[src/rtl/sram_pkg.sv]
// sram_pkg: shared FSM encoding and idle strobe levels for the SRAM arbiter
package sram_pkg;
    typedef enum logic [2:0] {
        ST_IDLE,
        ST_RD,
        ST_WR_SETUP,
        ST_WR_PULSE,
        ST_WR_HOLD
    } state_e;
    localparam logic       STROBE_OFF = 1'b1;
    localparam logic [3:0] BE_NONE    = 4'hF;
    localparam int         TIMER_W    = 8;
endpackage

[src/rtl/sram_timer.sv]
// sram_timer: loadable down-counter that parks at zero and flags the last wait cycle
module sram_timer #(
    parameter int W = 8
) (
    input  logic         clk,
    input  logic         rst,
    input  logic         load_i,
    input  logic [W-1:0] val_i,
    output logic         zero_o
);
    logic [W-1:0] cnt_q;
    // load a fresh wait length, otherwise count down until zero
    always_ff @(posedge clk or posedge rst)
        if (rst)
            cnt_q <= '0;
        else if (load_i)
            cnt_q <= val_i;
        else if (cnt_q != '0)
            cnt_q <= cnt_q - 1'b1;
    assign zero_o = (cnt_q == '0);
endmodule

[src/rtl/sram_arbiter.sv]
// sram_arbiter: serialises IF and MEM requests onto one SRAM with fixed strobe timing
module sram_arbiter
    import sram_pkg::*;
#(
    parameter int ADDR_W    = 20,
    parameter int READ_WAIT = 1,
    parameter int WR_PULSE  = 2
) (
    input  logic              clk,
    input  logic              rst,
    input  logic              if_ce,
    input  logic [31:0]       if_addr,
    output logic [31:0]       if_data,
    input  logic              mem_ce,
    input  logic              mem_we,
    input  logic [31:0]       mem_addr,
    input  logic [3:0]        mem_sel,
    input  logic [31:0]       mem_wdata,
    output logic [31:0]       mem_rdata,
    output logic              stall_req,
    output logic [ADDR_W-1:0] ram_addr,
    output logic [3:0]        ram_be_n,
    output logic              ram_ce_n,
    output logic              ram_oe_n,
    output logic              ram_we_n,
    output logic [31:0]       ram_dq_o,
    output logic              ram_dq_oe,
    input  logic [31:0]       ram_dq_i
);
    state_e              state_q, state_d;
    logic [ADDR_W-1:0]   addr_q;
    logic [3:0]          be_n_q;
    logic [31:0]         dq_q, if_data_q, mem_rdata_q;
    logic                ce_n_q, oe_n_q, we_n_q, dq_oe_q;
    logic                mem_ack_q, if_ack_q, mem_done_q, if_done_q, sel_mem_q;
    logic                mem_go, if_go, rd_done, wr_done, t_load, t_zero;
    logic [TIMER_W-1:0]  t_val;
    logic                unused_addr;

    assign mem_go    = mem_ce & ~mem_done_q & ~mem_ack_q;
    assign if_go     = if_ce & ~if_done_q & ~if_ack_q;
    assign stall_req = mem_go | if_go;
    assign rd_done   = (state_q == ST_RD) & t_zero;
    assign wr_done   = (state_q == ST_WR_HOLD);
    assign t_load    = (state_q == ST_WR_SETUP) | (state_q == ST_IDLE & state_d == ST_RD);
    assign t_val     = (state_q == ST_WR_SETUP) ? TIMER_W'(WR_PULSE - 1) : TIMER_W'(READ_WAIT - 1);

    assign ram_addr  = addr_q;
    assign ram_be_n  = be_n_q;
    assign ram_ce_n  = ce_n_q;
    assign ram_oe_n  = oe_n_q;
    assign ram_we_n  = we_n_q;
    assign ram_dq_o  = dq_q;
    assign ram_dq_oe = dq_oe_q;
    assign if_data   = if_data_q;
    assign mem_rdata = mem_rdata_q;

    assign unused_addr = ^{if_addr[31:ADDR_W+2], if_addr[1:0], mem_addr[31:ADDR_W+2], mem_addr[1:0]};

    sram_timer #(.W(TIMER_W)) u_timer (
        .clk    (clk),
        .rst    (rst),
        .load_i (t_load),
        .val_i  (t_val),
        .zero_o (t_zero)
    );

    // next-state: MEM wins arbitration in IDLE, timed states wait on the shared timer
    always_comb begin
        state_d = state_q;
        case (state_q)
            ST_IDLE:     state_d = mem_go ? (mem_we ? ST_WR_SETUP : ST_RD) : (if_go ? ST_RD : ST_IDLE);
            ST_RD:       state_d = t_zero ? ST_IDLE : ST_RD;
            ST_WR_SETUP: state_d = ST_WR_PULSE;
            ST_WR_PULSE: state_d = t_zero ? ST_WR_HOLD : ST_WR_PULSE;
            ST_WR_HOLD:  state_d = ST_IDLE;
            default:     state_d = ST_IDLE;
        endcase
    end

    // state, registered strobes derived from the next state, latched request, acks and read data
    always_ff @(posedge clk or posedge rst)
        if (rst) begin
            state_q     <= ST_IDLE;
            ce_n_q      <= STROBE_OFF;
            oe_n_q      <= STROBE_OFF;
            we_n_q      <= STROBE_OFF;
            dq_oe_q     <= 1'b0;
            addr_q      <= '0;
            be_n_q      <= BE_NONE;
            dq_q        <= '0;
            if_data_q   <= '0;
            mem_rdata_q <= '0;
            mem_ack_q   <= 1'b0;
            if_ack_q    <= 1'b0;
            mem_done_q  <= 1'b0;
            if_done_q   <= 1'b0;
            sel_mem_q   <= 1'b0;
        end else begin
            state_q    <= state_d;
            ce_n_q     <= (state_d == ST_IDLE) ? STROBE_OFF : ~STROBE_OFF;
            oe_n_q     <= (state_d == ST_RD) ? ~STROBE_OFF : STROBE_OFF;
            we_n_q     <= (state_d == ST_WR_PULSE) ? ~STROBE_OFF : STROBE_OFF;
            dq_oe_q    <= state_d inside {ST_WR_SETUP, ST_WR_PULSE, ST_WR_HOLD};
            mem_ack_q  <= (rd_done & sel_mem_q) | wr_done;
            if_ack_q   <= rd_done & ~sel_mem_q;
            mem_done_q <= stall_req & (mem_done_q | mem_ack_q);
            if_done_q  <= stall_req & (if_done_q | if_ack_q);
            if (state_q == ST_IDLE && mem_go) begin
                addr_q    <= mem_addr[ADDR_W+1:2];
                be_n_q    <= ~mem_sel;
                dq_q      <= mem_wdata;
                sel_mem_q <= 1'b1;
            end else if (state_q == ST_IDLE && if_go) begin
                addr_q    <= if_addr[ADDR_W+1:2];
                be_n_q    <= 4'h0;
                sel_mem_q <= 1'b0;
            end
            if (rd_done & sel_mem_q)
                mem_rdata_q <= ram_dq_i;
            if (rd_done & ~sel_mem_q)
                if_data_q <= ram_dq_i;
        end
endmodule

[config.mk]
export PLATFORM = sky130hd
export DESIGN_NAME = sram_arbiter
export DESIGN_NICKNAME = d
export VERILOG_FILES = /design/src/rtl/sram_pkg.sv /design/src/rtl/sram_timer.sv /design/src/rtl/sram_arbiter.sv
export SDC_FILE = /design/constraint.sdc
export NUM_CORES = 1
export LEC_CHECK = 0
export ABC_CLOCK_PERIOD_IN_PS = 9600
export BUFFER_PORTS_ARGS = -buffer_cell sky130_fd_sc_hd__buf_2
export CAP_MARGIN = 10
export CELL_PAD_IN_SITES_DETAIL_PLACEMENT = 0
export CELL_PAD_IN_SITES_GLOBAL_PLACEMENT = 1
export CORE_MARGIN = 5
export CORE_UTILIZATION = 40
export CTS_CLUSTER_DIAMETER = 150
export DETAILED_ROUTE_END_ITERATION = 12
export HOLD_SLACK_MARGIN = 0.1
export PLACE_DENSITY_LB_ADDON = 0.3
export RECOVER_POWER = 100
export SETUP_SLACK_MARGIN = 0.15
export SLEW_MARGIN = 10
export SYNTH_ARGS = -nofsm -noshare
export SYNTH_HDL_FRONTEND = slang
export SYNTH_HIERARCHICAL = 1
export SYNTH_SLANG_ARGS = --single-unit
[constraint.sdc]
create_clock -name clk -period 9.6 [get_ports clk]
set_clock_uncertainty 0.2 [all_clocks]
set_input_delay 0.48 -clock clk [delete_from_list [all_inputs] [get_ports clk]]
set_output_delay 0.48 -clock clk [all_outputs]
set_load 0.02 [all_outputs]
# [Yosys cells after proc, flatten, opt, wreduce, memory -nomap -nowiden]
# Cells that the tools add are included.
[totals] ff_bits=140 in_bits=137 word_cells=73
[op_classes] n_addsub=1 eq_ne=8 mux=18 bitwise=21 n_reduce_logical=9
[ops] op="$mux W20" count=2
[ops] op="$mux W8" count=2
[ops] op="$eq A3 B2 Y1 const B" count=4
[ops] op="$pmux W3 S4" count=1
[ops] op="$and A1 B1 Y1" count=10
[ops] op="$logic_not A8 Y1" count=1
[ops] op="$mux W1" count=8
[ops] op="$mux W4" count=2
[ops] op="$reduce_bool A8 Y1" count=1
[ops] op="$sub A8 B1 Y8 const B" count=1
[ops] op="$eq A3 B1 Y1 const B" count=2
[ops] op="$eq A3 B3 Y1 const B" count=2
[ops] op="$logic_not A3 Y1" count=2
[ops] op="$not A1 Y1" count=5
[ops] op="$or A1 B1 Y1" count=5
[ops] op="$mux W2" count=2
[ops] op="$not A4 Y4" count=1
[ops] op="$reduce_bool A2 Y1" count=2
[ops] op="$mux W3" count=1
[ops] op="$reduce_bool A3 Y1" count=1
[ops] op="$logic_and A1 B1 Y1" count=2

# [Longest topological paths before layout]
[logic_depth] ltp_word=10 mapped_depth=9 depth_no_buf=7

# [By module]
# The synthesis kept the hierarchy.
[modules_own_cells] mod="sram_arbiter" n_inst=1 cells_each=364 area_per_inst_um2=5511.5 seq_area_each_um2=3311.9
[modules_own_cells] mod="sram_timer" n_inst=1 cells_each=56 area_per_inst_um2=496.7 seq_area_each_um2=200.2

# [Worst setup path after synthesis]
# No wires, ideal clock.
[synth_path] path_type="register to register" start="register u_timer.cnt_q[0]" end="register if_data_q[10] (netlist: if_data[10])" setup_ns=0.125 arrival_time_ns=2.414 slack_ns=6.861 path_stages_with_launch=10 cell_sequence="dfrtp_1 -> inv_1 -> ha_1 -> or4b_1 -> buf_2 -> nor2_2 -> nand2_4 -> nor4_4 -> buf_6 -> mux2_2"
[synth_via] elab_chain_len=3
[synth_rtl] element="from (decl)" line="sram_timer.sv:11" source="logic [W-1:0] cnt_q;"
[synth_rtl] element="from (signal assigned)" line="sram_timer.sv:17" source="cnt_q <= val_i;"
[synth_rtl] element="from (signal assigned)" line="sram_timer.sv:19" source="cnt_q <= cnt_q - 1'b1;"
[synth_rtl] element="$logic_not A8 Y1" line="sram_timer.sv:20" source="assign zero_o = (cnt_q == '0);"
[synth_rtl] element="named net t_zero" line="sram_arbiter.sv:36" source="logic mem_go, if_go, rd_done, wr_done, t_load, t_zero;"
[synth_rtl] element="$and A1 B1 Y1" line="sram_arbiter.sv:43" source="assign rd_done = (state_q == ST_RD) & t_zero;"
[synth_rtl] element="$and A1 B1 Y1" line="sram_arbiter.sv:121" source="if (rd_done & ~sel_mem_q)"
[synth_rtl] element="to (signal assigned)" line="sram_arbiter.sv:122" source="if_data_q <= ram_dq_i;"
[synth_rtl] element="to (decl)" line="sram_arbiter.sv:33" source="logic [31:0] dq_q, if_data_q, mem_rdata_q;"
# The timed path passes the listed nets, and every way through them passes these cells.
# A chain may end at the register's enable or synchronous reset.

# [Final worst setup path]
[layout_path] start="register u_timer.cnt_q[0]" end="register if_data_q[17] (netlist: if_data[17])"
# Same word-level chain as after synthesis.

==> impl_metrics.ini <==
[run_status]
status = finished, violations left
violations = capacitance limit, slew limit

[floorplan]
num_rows = 44
die_area_sq_um = 17600
die_h_um = 133
start_util_pct = 41.0
core_sq_um = 14600
chipWidth_um = 133
io_pins = 262

[clock_network]
cts_tree = yes
cts.clk_slew.worst_paths_ns = 0.06
clkLatencyLatePin_ns = 0.41
cts_made_buffers = 17
postCtsResizedCells = 0
cts_htree_levels = 4
root_buffer = clkbuf_16
cts_buffer_depth = 2
clock-sinks = 140

[synthesis]
yosysUniqueCellTypes = 52
ys_ff_latch = 140
synth.most_common_cell = dfrtp_1
avgSynthCellArea_sq_um = 14.3
syn_inst = 420
post-synth-top-area-fraction_pct = 55.4
synth_flop_cell = dfrtp_1
netlist_area_sq_um = 6010
synth_top_area_cell = dfrtp_1
ys_top_cells_by_area = dfrtp_1 55%, mux2_2 17%, a2bb2oi_2 4.0%, or4b_2 3.3%, dfstp_2 3.1%
yosysWarnings = 6
synth-seq-area-share_pct = 58.5
netlist_top_cells_count = 133 x dfrtp_1, 93 x mux2_2, 23 x o31ai_1
synth_edf_count = 0
synthArstFlopShare_pct = 100

[power_and_ir_drop]
max-vdd-ir-drop_v = 0.000185
p_leak_uw = 0.00374
p_per_area_nw_per_um2 = 285

[grt]
track_usage_pct = 18.2
grt_pass1_wl_mm = 25.7
grt_pass1_vias = 5066
antenna_found_initial = 1
overflow = 0
grt_max_degree = 68

[sta]
rsz0062_at_grt = no
fin_crit_sh_pct = 45.1
hold_viol = 0
maxSlewHeadroom_pct = -90.7
slew_violations = 161
layout_setup_ws_ns = 5.27
finalSetupTns_ns = 0
worst_pin_slew_ns = 2.84
finalSetupViolCount = 0
period_needed_ns = 4.33
max_clock_freq_ghz = 0.231

[worst_hold_path]
hp-class = input port to flop

[route]
drt_wl_total_mm = 15.7
first_pass_iters = 4
routed-wl-met2_mm = 8.22
postRouteAntennaNets = 0
drc = 0
wl_met1_mm = 6.02
drtIter0Drc = 173
dr_total_vias = 4559
maxUsedRoutingLayer = met4
routedWlPerCell_um = 17.3
vias_per_cell = 5.03
wl_met3_mm = 1.17

[final_layout]
fin_area_sq_um = 8170
drive_gt1_share_pct = 39.1
area_growth_pct = 35.9
final_nets = 847

[worst_setup_path]
critPathKind = flop to flop
ff2ff_path_depth = 8
reg2reg_slack_ns = 5.27
cp-end-kind = flop
startpoint_type = flop
r2r-start = u_timer/cnt_q[0]$_DFFE_PP0P_
cp.required_ns = 9.69
worstPathArrival_ns = 4.42
crit_path_start = u_timer/cnt_q[0]$_DFFE_PP0P_
cp_max_fo = 33
r2r_end = if_data[17]$_DFFE_PP0P_
setup.worst_path.end = if_data[17]$_DFFE_PP0P_

[job]
maxCapViolCount = 5

[place]
dp_hpwl_mm = 10.8
place_area_sq_um = 7290
place_ws_ns = 6.47
io_buffers = 237
gp_congestion = 0.742
[registers in the layout, indices dropped and copies added (netlist names)]
signal / count
if_data: 32
mem_rdata: 32
ram_dq_o: 32
ram_addr: 20
u_timer/cnt_q: 8
ram_be_n: 4
state_q: 3
if_ack_q: 1
if_done_q: 1
mem_ack_q: 1
mem_done_q: 1
ram_ce_n: 1
ram_dq_oe: 1
ram_oe_n: 1
ram_we_n: 1
sel_mem_q: 1
[kinds of logic after synthesis]
| logic type | share of synthesized area, % |
|---|---|
| compound gates | 10.6 |
| xor+xnor | 0.292 |
| other cells | 0.0624 |
| fa+ha+maj | 0.208 |
| buf+inv | 3.89 |
| mux | 18.2 |
| flops | 58.5 |
| simple gates | 8.35 |
[metal layers]
metal / GRT usage, % / vias up
met4: 6.35 / 0
met5: 0 / -
met1: 20.1 / 2275
met2: 31.6 / 147
met3: 7.48 / 18
li1: - / 2119
[cells in the final DEF (no fill, tap or decap), types with 10 or more instances in the layout]
| cell type | n |
|---|---|
| dfrtp_1 | 133 |
| buf_2 | 111 |
| or4b_2 | 20 |
| nor2_1 | 16 |
| dlygate4sd3_1 | 53 |
| a2bb2oi_2 | 13 |
| clkbuf_1 | 133 |
| clkbuf_16 | 17 |
| nand2_1 | 10 |
| o31ai_1 | 23 |
| mux2_2 | 93 |
[per-stage QoR]
stage / instances / hold slack, ns / util, % / power (uW)
final: 907 / 0.119 / 55.8 / 2320
after global routing: 907 / 0.101 / 55.8 / 2460
after CTS: 906 / 0.100 / 57.3 / 2410
after detailed placement: 821 / 0.258 / 49.8 / 1760
after global placement: 821 / 0.252 / 49.8 / 1730
after floorplan: 426 / 0.0957 / - / 1470
[where the power goes]
part,total (uW),internal (uW),switching [uW]
sequential,929,801,127
combinational,777,307,470
clock,618,377,241
[worst max-delay path, cell delays in order, from the launching register on]
cell      delay, ns
dfrtp_1        0.41
inv_1          0.09
ha_1           0.24
or4b_1         0.58
nor2_1         0.47
nand2_4        0.12
nor4_1         0.19
clkbuf_1       1.46
mux2_2         0.46
[worst min path at each step]
stage	start	end	slack [ns]	cells past startpoint
3_3_place_gp	ram_be_n[3]$_DFFE_PP1P_	ram_be_n[3]$_DFFE_PP1P_	0.25	2
5_1_grt	ram_dq_i[18]	if_data[18]$_DFFE_PP0P_	0.10	2
2_1_floorplan	rst	u_timer/cnt_q[0]$_DFFE_PP0P_	0.1	1
4_1_cts	ram_dq_i[26]	mem_rdata[26]$_DFFE_PP0P_	0.10	2
3_5_place_dp	ram_be_n[3]$_DFFE_PP1P_	ram_be_n[3]$_DFFE_PP1P_	0.26	2
6_report	ram_dq_i[26]	mem_rdata[26]$_DFFE_PP0P_	0.12	2
[layout make-up]
class / instances / area [sq um]
timing repair buffer: 295 / 1580
multi-input combinational: 245 / 2230
fill: 1316 / 6480
clock inverter: 9 / 88.8
clock buffer: 23 / 478
sequential: 140 / 3510
antenna: 1 / 2.50
tap: 184 / 230
inverter: 10 / 38.8
[what timing repair did]
action	CTS	global route
hold endpoints to repair	133	0
hold buffers	53	0
setup buffers	0	0
Power figures use the tool's default switching activity.
